<file path="src/rtl/piso_tx_arbiter.sv">
// ---------------------------------------------------------------------------
// piso_tx_arbiter
//
// Shares one WIDTH-bit parallel-in/serial-out shift register between two
// requesters. A round-robin arbiter picks the next word. The FSM then
// sequences the PISO load and shift controls and counts out WIDTH bits, MSB
// first. It can also insert GAP idle cycles between frames.
//
// Parameters
//   WIDTH  word width, must match the PISO (>= 2)
//   GAP    idle cycles forced between frames (0 = back-to-back frames)
//   FILL   value driven on the PISO serial input while shifting
//
// Ports
//   in_clk, in_rst_n      clock (rising edge), asynchronous active-low reset
//   in_req0/1, in_data0/1 requests; hold req and data stable until the grant
//   o_gnt0/1              1-cycle pulse: that word is loaded at this edge
//   o_done0/1             1-cycle pulse on the last bit cycle of a frame
//   o_l, o_s, o_si        PISO parallel data, mode (0=load, 1=shift), serial-in
//   o_bit_valid           PISO o_q holds a frame bit this cycle
//   o_owner               requester owning the current frame
//   o_busy                high in LOAD, SHIFT and GAP
// ---------------------------------------------------------------------------
module piso_tx_arbiter #(
   parameter int unsigned WIDTH = 4,
   parameter int unsigned GAP   = 1,
   parameter logic        FILL  = 1'b0
) (
   input  logic             in_clk,
   input  logic             in_rst_n,
   input  logic             in_req0,
   input  logic [WIDTH-1:0] in_data0,
   input  logic             in_req1,
   input  logic [WIDTH-1:0] in_data1,
   output logic             o_gnt0,
   output logic             o_gnt1,
   output logic             o_done0,
   output logic             o_done1,
   output logic [WIDTH-1:0] o_l,
   output logic             o_s,
   output logic             o_si,
   output logic             o_bit_valid,
   output logic             o_owner,
   output logic             o_busy
);

   localparam int unsigned CNT_W = $clog2(WIDTH);
   localparam int unsigned GAP_W = (GAP > 1) ? $clog2(GAP) : 1;

   localparam logic [1:0] ST_IDLE  = 2'd0;
   localparam logic [1:0] ST_LOAD  = 2'd1;
   localparam logic [1:0] ST_SHIFT = 2'd2;
   localparam logic [1:0] ST_GAP   = 2'd3;

   logic [1:0]       state_q, state_d;
   logic [CNT_W-1:0] cnt_q, cnt_d;
   logic             owner_q, owner_d;
   logic             last_q, last_d;
   logic             any_req;
   logic             winner;
   logic             bit_last;
   logic             gap_last;
   logic             go_load;

   assign any_req  = in_req0 | in_req1;
   // Under contention the requester that did not win last time goes next.
   assign winner   = (in_req0 & in_req1) ? ~last_q : in_req1;
   assign bit_last = (cnt_q == CNT_W'(WIDTH - 1));

   // The gap counter only exists when gaps are configured. It clears on
   // its last cycle, so it never goes past GAP-1.
   generate
      if (GAP > 0) begin : g_gap
         logic [GAP_W-1:0] gap_q, gap_d;

         assign gap_last = (gap_q == GAP_W'(GAP - 1));

         always_comb begin
            gap_d = '0;
            if ((state_q == ST_GAP) && !gap_last) gap_d = gap_q + 1'b1;
         end

         always_ff @(posedge in_clk or negedge in_rst_n) begin
            if (!in_rst_n) gap_q <= '0;
            else           gap_q <= gap_d;
         end
      end else begin : g_no_gap
         assign gap_last = 1'b1;
      end
   endgenerate

   always_comb begin
      // NOTE: every signal gets a default first so no path leaves one unassigned (no latch).
      state_d = state_q;
      cnt_d   = '0;
      owner_d = owner_q;
      last_d  = last_q;
      go_load = 1'b0;

      case (state_q)
         ST_IDLE:  go_load = any_req;
         ST_LOAD:  state_d = ST_SHIFT;
         ST_SHIFT: begin
            if (!bit_last) begin
               cnt_d = cnt_q + 1'b1;
            end else if (GAP > 0) begin
               state_d = ST_GAP;
            end else begin
               go_load = any_req;
               if (!any_req) state_d = ST_IDLE;
            end
         end
         ST_GAP: begin
            if (gap_last) begin
               go_load = any_req;
               if (!any_req) state_d = ST_IDLE;
            end
         end
         default:  state_d = ST_IDLE;
      endcase

      // Arbitration happens only on the way into LOAD. The owner then stays
      // fixed for the whole frame, even if its request drops early.
      if (go_load) begin
         state_d = ST_LOAD;
         owner_d = winner;
         last_d  = winner;
      end
   end

   always_ff @(posedge in_clk or negedge in_rst_n) begin
      if (!in_rst_n) begin
         state_q <= ST_IDLE;
         cnt_q   <= '0;
         owner_q <= 1'b0;
         last_q  <= 1'b1;
      end else begin
         // NOTE: non-blocking assignments so every flop samples pre-edge values.
         state_q <= state_d;
         cnt_q   <= cnt_d;
         owner_q <= owner_d;
         last_q  <= last_d;
      end
   end

   // All outputs decode from registered state. A mid-frame reset therefore
   // drops them at once and no done pulse is produced.
   assign o_busy      = (state_q != ST_IDLE);
   assign o_s         = (state_q == ST_SHIFT);
   assign o_bit_valid = (state_q == ST_SHIFT);
   assign o_si        = FILL;
   assign o_owner     = owner_q;
   assign o_l         = (state_q == ST_LOAD) ? (owner_q ? in_data1 : in_data0) : '0;
   assign o_gnt0      = (state_q == ST_LOAD) & ~owner_q;
   assign o_gnt1      = (state_q == ST_LOAD) &  owner_q;
   assign o_done0     = (state_q == ST_SHIFT) & bit_last & ~owner_q;
   assign o_done1     = (state_q == ST_SHIFT) & bit_last &  owner_q;

endmodule

</file>
<file path="config.mk">
export PLATFORM = sky130hd
export DESIGN_NAME = piso_tx_arbiter
export DESIGN_NICKNAME = d
export VERILOG_FILES = /design/src/rtl/piso_tx_arbiter.sv
export SDC_FILE = /design/constraint.sdc
export NUM_CORES = 1
export LEC_CHECK = 0
export CAP_MARGIN = 10
export CORE_UTILIZATION = 35
export CTS_BUF_LIST = sky130_fd_sc_hd__clkbuf_4
export DETAILED_ROUTE_END_ITERATION = 16
export GPL_ROUTABILITY_DRIVEN = 0
export PLACE_DENSITY = 0.7
export SLEW_MARGIN = 5
export SYNTH_ARGS = -nofsm -noshare
export SYNTH_HDL_FRONTEND = slang
export SYNTH_SLANG_ARGS = --single-unit
</file>
<file path="constraint.sdc">
create_clock -name in_clk -period 2 [get_ports in_clk]
set_input_delay 0.4 -clock in_clk [delete_from_list [all_inputs] [get_ports in_clk]]
set_output_delay 0.4 -clock in_clk [all_outputs]
set_load 0.01 [all_outputs]
</file>
==> results.md <==
* Run status: completed
* Layout overhead on the synthesized area at 59.8%
* Start-to-end type of the worst setup path: flip-flop to primary output
* Time the final worst path needs with I/O delays and setup at 1.94 ns
* Final hold slack at 0.405 ns
* Final HPWL DP at 854 um
* Power Total at 1.15 mW
* Critical path depth at 4
* Root buffer cell: sky130_fd_sc_hd__clkbuf_4
* Critical path's largest stage delay at 0.53 ns
* Number of DRC violations after detailed routing at 0
* First-pass GRT wire length at 1640 um
* Post-placement setup slack at 0.0166 ns
* Critical path buffer and inverter count at 3
* Die ar. at 1670 um^2
* Worst path setup slack after routing at 0.0626 ns
* Post-synthesis cell type with the largest combined area: sky130_fd_sc_hd__dfrtp_1
* Category of the worst setup path launch point: flip-flop
* Top-area cell type share of the netlist area at 28.4%
* Highest ir drop seen on vdd at 0.000866 V
* Number of global-route vias before repair at 393
* Detail-routed via count per cell at 4.81
* Avg Cell Area, Syn at 9.62 um^2
* Count of cells along the worst register-to-register path at 6
* Element type at the critical path end: primary output
* Period Utilization, post-route at 96.9%
* # IOs at 25
* Post-DRT Antenna Nets at 0
* Cell type of the slowest stage on the worst timing path: sky130_fd_sc_hd__clkdlybuf4s50_1
* Die boundary width at 40.9 um
* Dominant delay contributor by cell family on the critical path: buffers and inverters
* Share of the core filled with cells in the final layout at 62.7%
* Worst setup path endpoint: o_busy
* Clock skew after layout at 0.00191 ns
* Number of sinks on the clock net at 7
* Flop-to-flop setup slack at 0.18 ns
* Overall Global Routing Usage at 15.0%
* Endpoint of the worst register-to-register path: state_q[1]$_DFFE_PN0P_
* Total number of nets in the final design at 105
* Total Routed Length at 1150 um
* Count of final hold-check violations at 0
* Detailed Routing Iterations Pass 1 at 4
* Worst path arrival time at 1.54 ns
* Maximum number of pins on one net before global-route repair at 10
* Clock H-tree levels at 1
* Worst setup startpoint: state_q[1]$_DFFE_PN0P_
* Gr ovfl total at 0
* CP cell instances: inv_2 > ha_1 > inv_1 > clkdlybuf4s50_1
* Ys Warns at 0
* Reported max-cap violation count at 0
* Count of fill cells added during filler insertion at 121
* Gate Count Post-Synth at 55
* Placeable core area at 1350 um^2
* Post-synthesis cell type count at 24
* Kind of path behind the tightest hold check: input port to async pin
* Number of input and output port buffers inserted at 23
* Synthesized cell area at 529 um^2
* Data required, critical path at 1.60 ns
* Standard-cell row count at 13
* Ant diodes at 0
* Number of vias after detailed routing at 481
* Fmax at 516 MHz
* TritonCTS clock tree: yes
* Violation count after the first detailed-routing iteration at 8
* Top cells by area in the synthesized netlist: sky130_fd_sc_hd__dfrtp_1, sky130_fd_sc_hd__ha_1, sky130_fd_sc_hd__mux2i_1
* Clock edge transition at the registers on the reported setup and hold paths at 0.05 ns
* Final routed wire length divided by cell count at 11.5 um
* Max Slew Vio Count at 0
* Max Buffers Root-to-Sink at 2
* R2R Path Start: state_q[1]$_DFFE_PN0P_
* Number of antenna violations at the first check in global routing at 0
* Die Height at 40.9 um
* Cts hold-fix bufs at 0
* Fraction of the yosys area taken by sequential cells at 33.3%
* Count of final setup violators at 0
* Fraction of layout cells with a size suffix above 1 at 18.8%
* Max Fanout on Critical Path at 6
* Clock latency of the later-clocked register in the worst-skew pair at 0.24 ns
* Total of flip-flops plus latches after synthesis at 7
* Clock buffer count from CTS at 3
* Initial core utilization at 39.2%
* Leakage power figure at 0.478 nW
* Fin Setup TNS at 0 ns
* Power density relative to cell area at 1360 nW/um^2
* Highest-count cells in the layout ignoring fill and taps: sky130_fd_sc_hd__clkdlybuf4s50_1, sky130_fd_sc_hd__nor2b_1, sky130_fd_sc_hd__ha_1, sky130_fd_sc_hd__dlygate4sd2_1
* Leading cell type in the layout, fill and taps excluded: sky130_fd_sc_hd__clkdlybuf4s50_1
## synth_stat cells (all sizes together)
cell type and n:
dfstp 1, and3 1, nand4 2, inv 6
o211a 1, nand2 2, a32oi 1, nor2 3
or3 1, o211ai 2, and2 3, o21a 1
o221ai 1, ha 7, conb 1, dfrtp 6
a22oi 1, buf 3, mux2i 4, o31ai 1
or2b 1, nor2b 6
## logic make-up after synthesis
family                   share of synthesized area, %
AND/OR/NAND/NOR                                  21.5
multiplexers                                     7.57
buffers and inverters                            8.04
other                                           0.709
flip-flops                                       33.3
adder cells (fa/ha/maj)                          16.5
AO/OA/AOI/OAI                                    12.3
## routing by layer
metal | share of wire [%] | track usage, % | routed length, um
met2 | 48 | 25.0 | 551
met4 | 0 | 8.33 | 0
met5 | 0 | 0 | 0
met3 | 13 | 2.72 | 146
met1 | 39 | 18.0 | 448
## flip-flops by register name (all words and copies together) (netlist names)
| name | count |
|---|---|
| o_owner | 1 |
| cnt_q | 2 |
| state_q | 2 |
| g_gap.gap_q | 1 |
| last_q | 1 |
## worst min path at each step
| stage | start | end | slack [ns] | depth (start not counted) |
|---|---|---|---|---|
| after floorplan | in_rst_n | cnt_q[0]$_DFF_PN0_ | 0.10 | 0 |
| after global placement | cnt_q[0]$_DFF_PN0_ | cnt_q[0]$_DFF_PN0_ | 0.43 | 1 |
| after detailed placement | cnt_q[0]$_DFF_PN0_ | cnt_q[0]$_DFF_PN0_ | 0.44 | 1 |
| after CTS | in_rst_n | g_gap.gap_q$_DFF_PN0_ | 0.40 | 1 |
| after global routing | in_rst_n | o_owner$_DFFE_PN0P_ | 0.43 | 1 |
| final | in_rst_n | o_owner$_DFFE_PN0P_ | 0.40 | 1 |
## area by class of cell
type	count	area, um^2	share of cell area, %
multi-input combinational	40	327	38.6
timing repair buffer	28	270	32.0
sequential	7	178	21.0
clock buffer	4	30.0	3.55
inverter	6	22.5	2.66
tap	15	18.8	2.22
## through the flow
step / instance area (um^2) / instances
floorplan: 533 / 56
global placement: 769 / 92
detailed placement: 769 / 92
CTS: 813 / 97
global route: 846 / 100
finish: 846 / 100
## what timing repair did
action,in CTS,in global routing
hold endpoints to repair,0,0
endpoints found under the setup margin,11,5
setup buffers,1,3
gates resized for setup,11,4
## power breakdown
group	internal [mW]	switching (mW)	leakage, nW
Clock	0.0892	0.0444	0.0184
Sequential	0.212	0.0733	0.0824
Combinational	0.409	0.326	0.377
(Power assumes the default switching activity.)
==> variant (config.mk and constraints unchanged) <==
Change the parameter `FILL` from 1'b0 to 1'b1.
--- a/src/rtl/piso_tx_arbiter.sv
+++ b/src/rtl/piso_tx_arbiter.sv
@@ -25,5 +25,5 @@
    parameter int unsigned WIDTH = 4,
    parameter int unsigned GAP   = 1,
-   parameter logic        FILL  = 1'b0
+   parameter logic        FILL  = 1'b1
 ) (
    input  logic             in_clk,
Behaviour: not the same (Yosys sat finds a counterexample within 4 cycles, from zero or initial values and one cycle with in_rst_n low).
==> variant against the original RTL <==
Setup slack better by 0.15 ns; combinational power shrank 6.1%; wire length is 7.2% lower; sequential power is 1% lower; count of clock-buffer cells in the layout did not move; total power shrank 4.2%; critical path depth shrank 3; core utilization shrank 1.9 points; clock skew is 0.0012 ns lower; clock power about the same; cell area shrank 1.9%; sequential cell count unchanged; synthesized area up 0.71%; non-clock buffer count decreased by 2.
==> variant: results (changes against the original RTL) <==
[place]
post_dp_cell_area_um2 = 777  ; +0.98%
dp_hpwl_um = 877  ; +2.6%
dpl.cell_count = 93  ; +1.1%
io_buffers = 23  ; unchanged
pre_cts_slack_ns = 0.0257  ; +0.00917 ns

[setup_path]
r2r-start = state_q[0]
crit_slowest_cell = clkdlybuf4s50_1
arrival_ns = 1.39  ; -0.15 ns
crit_start = o_owner
max_stage_delay_ns = 0.61  ; +0.08 ns
path_max_fanout = 9  ; +3
critPathTopFamily = buffers and inverters

[finish]
drive_gt1_frac = 0.157  ; -0.0316
antenna_cells = 0  ; unchanged
fillers = 128  ; +5.8%
nNetsFinal = 103  ; -1.9%
stdcell_count = 98  ; -2.0%
reg_top3 = cnt_q: 2 flops, state_q: 2 flops

[grt]
grtUsageMet2 = 0.230  ; -0.0195
antenna_found_initial = 0  ; unchanged
grtUsageMet3 = 0.0435  ; +0.0163
grt_pass1_wl_um = 1460  ; -11%
use_met1 = 0.144  ; -0.0360
grt_max_degree = 10  ; unchanged
grt_pass1_vias = 376  ; -4.3%
grt_use_total = 0.138  ; -0.0120

[synth]
synth.top_cells.by_count = ha_1, dfrtp_1, inv_1, nor2b_1, mux2i_1
synthCells = 56  ; +1.8%
syn_nets = 75
synthFlopType = dfrtp_1
ys_seq_area_frac = 0.331  ; -0.00235
async_flop_share = 1.00  ; unchanged
synth_area_leaders = dfrtp_1, ha_1, mux2i_1, nor2b_1, dfstp_2
ys_types = 24  ; unchanged

[clock_tree]
cts_made_buffers = 3  ; unchanged
clk_latency_ns = 0.24  ; about the same
cts_max_path_buffers = 2  ; unchanged
root_buffer = clkbuf_4

[sta]
skew_ns = 0.000691  ; -0.00122 ns

[outcome]
status = completed

[drt]
drt_iter0_markers = 9  ; +1
drt-pass1-iter-count = 2  ; -2
avgRoutedWirePerCell_um = 10.8  ; -5.3%
num_vias = 461  ; -4.2%

[worst_hold_path]
worstHoldPathType = input pin to asynchronous set/reset pin

[pwr]
p_leak_nw = 0.463  ; -3.1%
ir_drop_v = 0.000813  ; -6.2%

## variant: cell types whose count changed after synthesis
cell    change
conb_1      +1
## variant: cell families (layout without fill, tap and decap cells)
logic type	after synthesis	in the layout	synth area share
simple gates	19	19	0.214
compound gates	8	8	0.122
fa+ha+maj	7	7	0.164
flops	7	7	0.331
buf+inv	9	36	0.0798
mux	4	4	0.0751
other cells	2	2	0.0141
## variant: repair_timing
| action | 4_1_cts | 5_1_grt |
|---|---|---|
| setup buffers | 1 | 0 |
| endpoints found under the setup margin | 11 | 4 |
| resized for setup | 10 | 5 |
## variant: final cells by class
type / instances / share of cell area
sequential: 7 / 0.214
inverter: 6 / 0.0271
tap: 15 / 0.0226
multi-input combinational: 40 / 0.394
timing repair buffer: 26 / 0.306
clock buffer: 4 / 0.0362
## variant: path summary, 6_finish.rpt
kind,to,slack (ns),cells past startpoint
max in group asynchronous,last_q,1.32,1
max,o_owner,0.21,1
max reg2reg,state_q[1],0.25,6
min in group in_clk,cnt_q[0],0.43,1
min reg2reg,cnt_q[0],0.43,1
min,o_owner,0.40,1
## variant: worst register-to-register path: cells and delay by family, from the launching register on
family          cells  cell delay, ns
buf+inv             2            0.21
fa+ha+maj           1            0.21
compound gates      1            0.21
simple gates        2            0.59
flops               1            0.41
## variant: where the power goes
part | leakage (nW) | switching, mW | internal (mW)
logic | 0.362 | 0.312 | 0.376
clock network | 0.0184 | 0.0452 | 0.0892
registers | 0.0823 | 0.0692 | 0.211
## variant: layer usage
layer  vias to the layer above  wire length (um)
li1                        240                 -
met1                       204               418
met2                        17               529
met3                         0               115
met4                         0                 0
met5                         -                 0
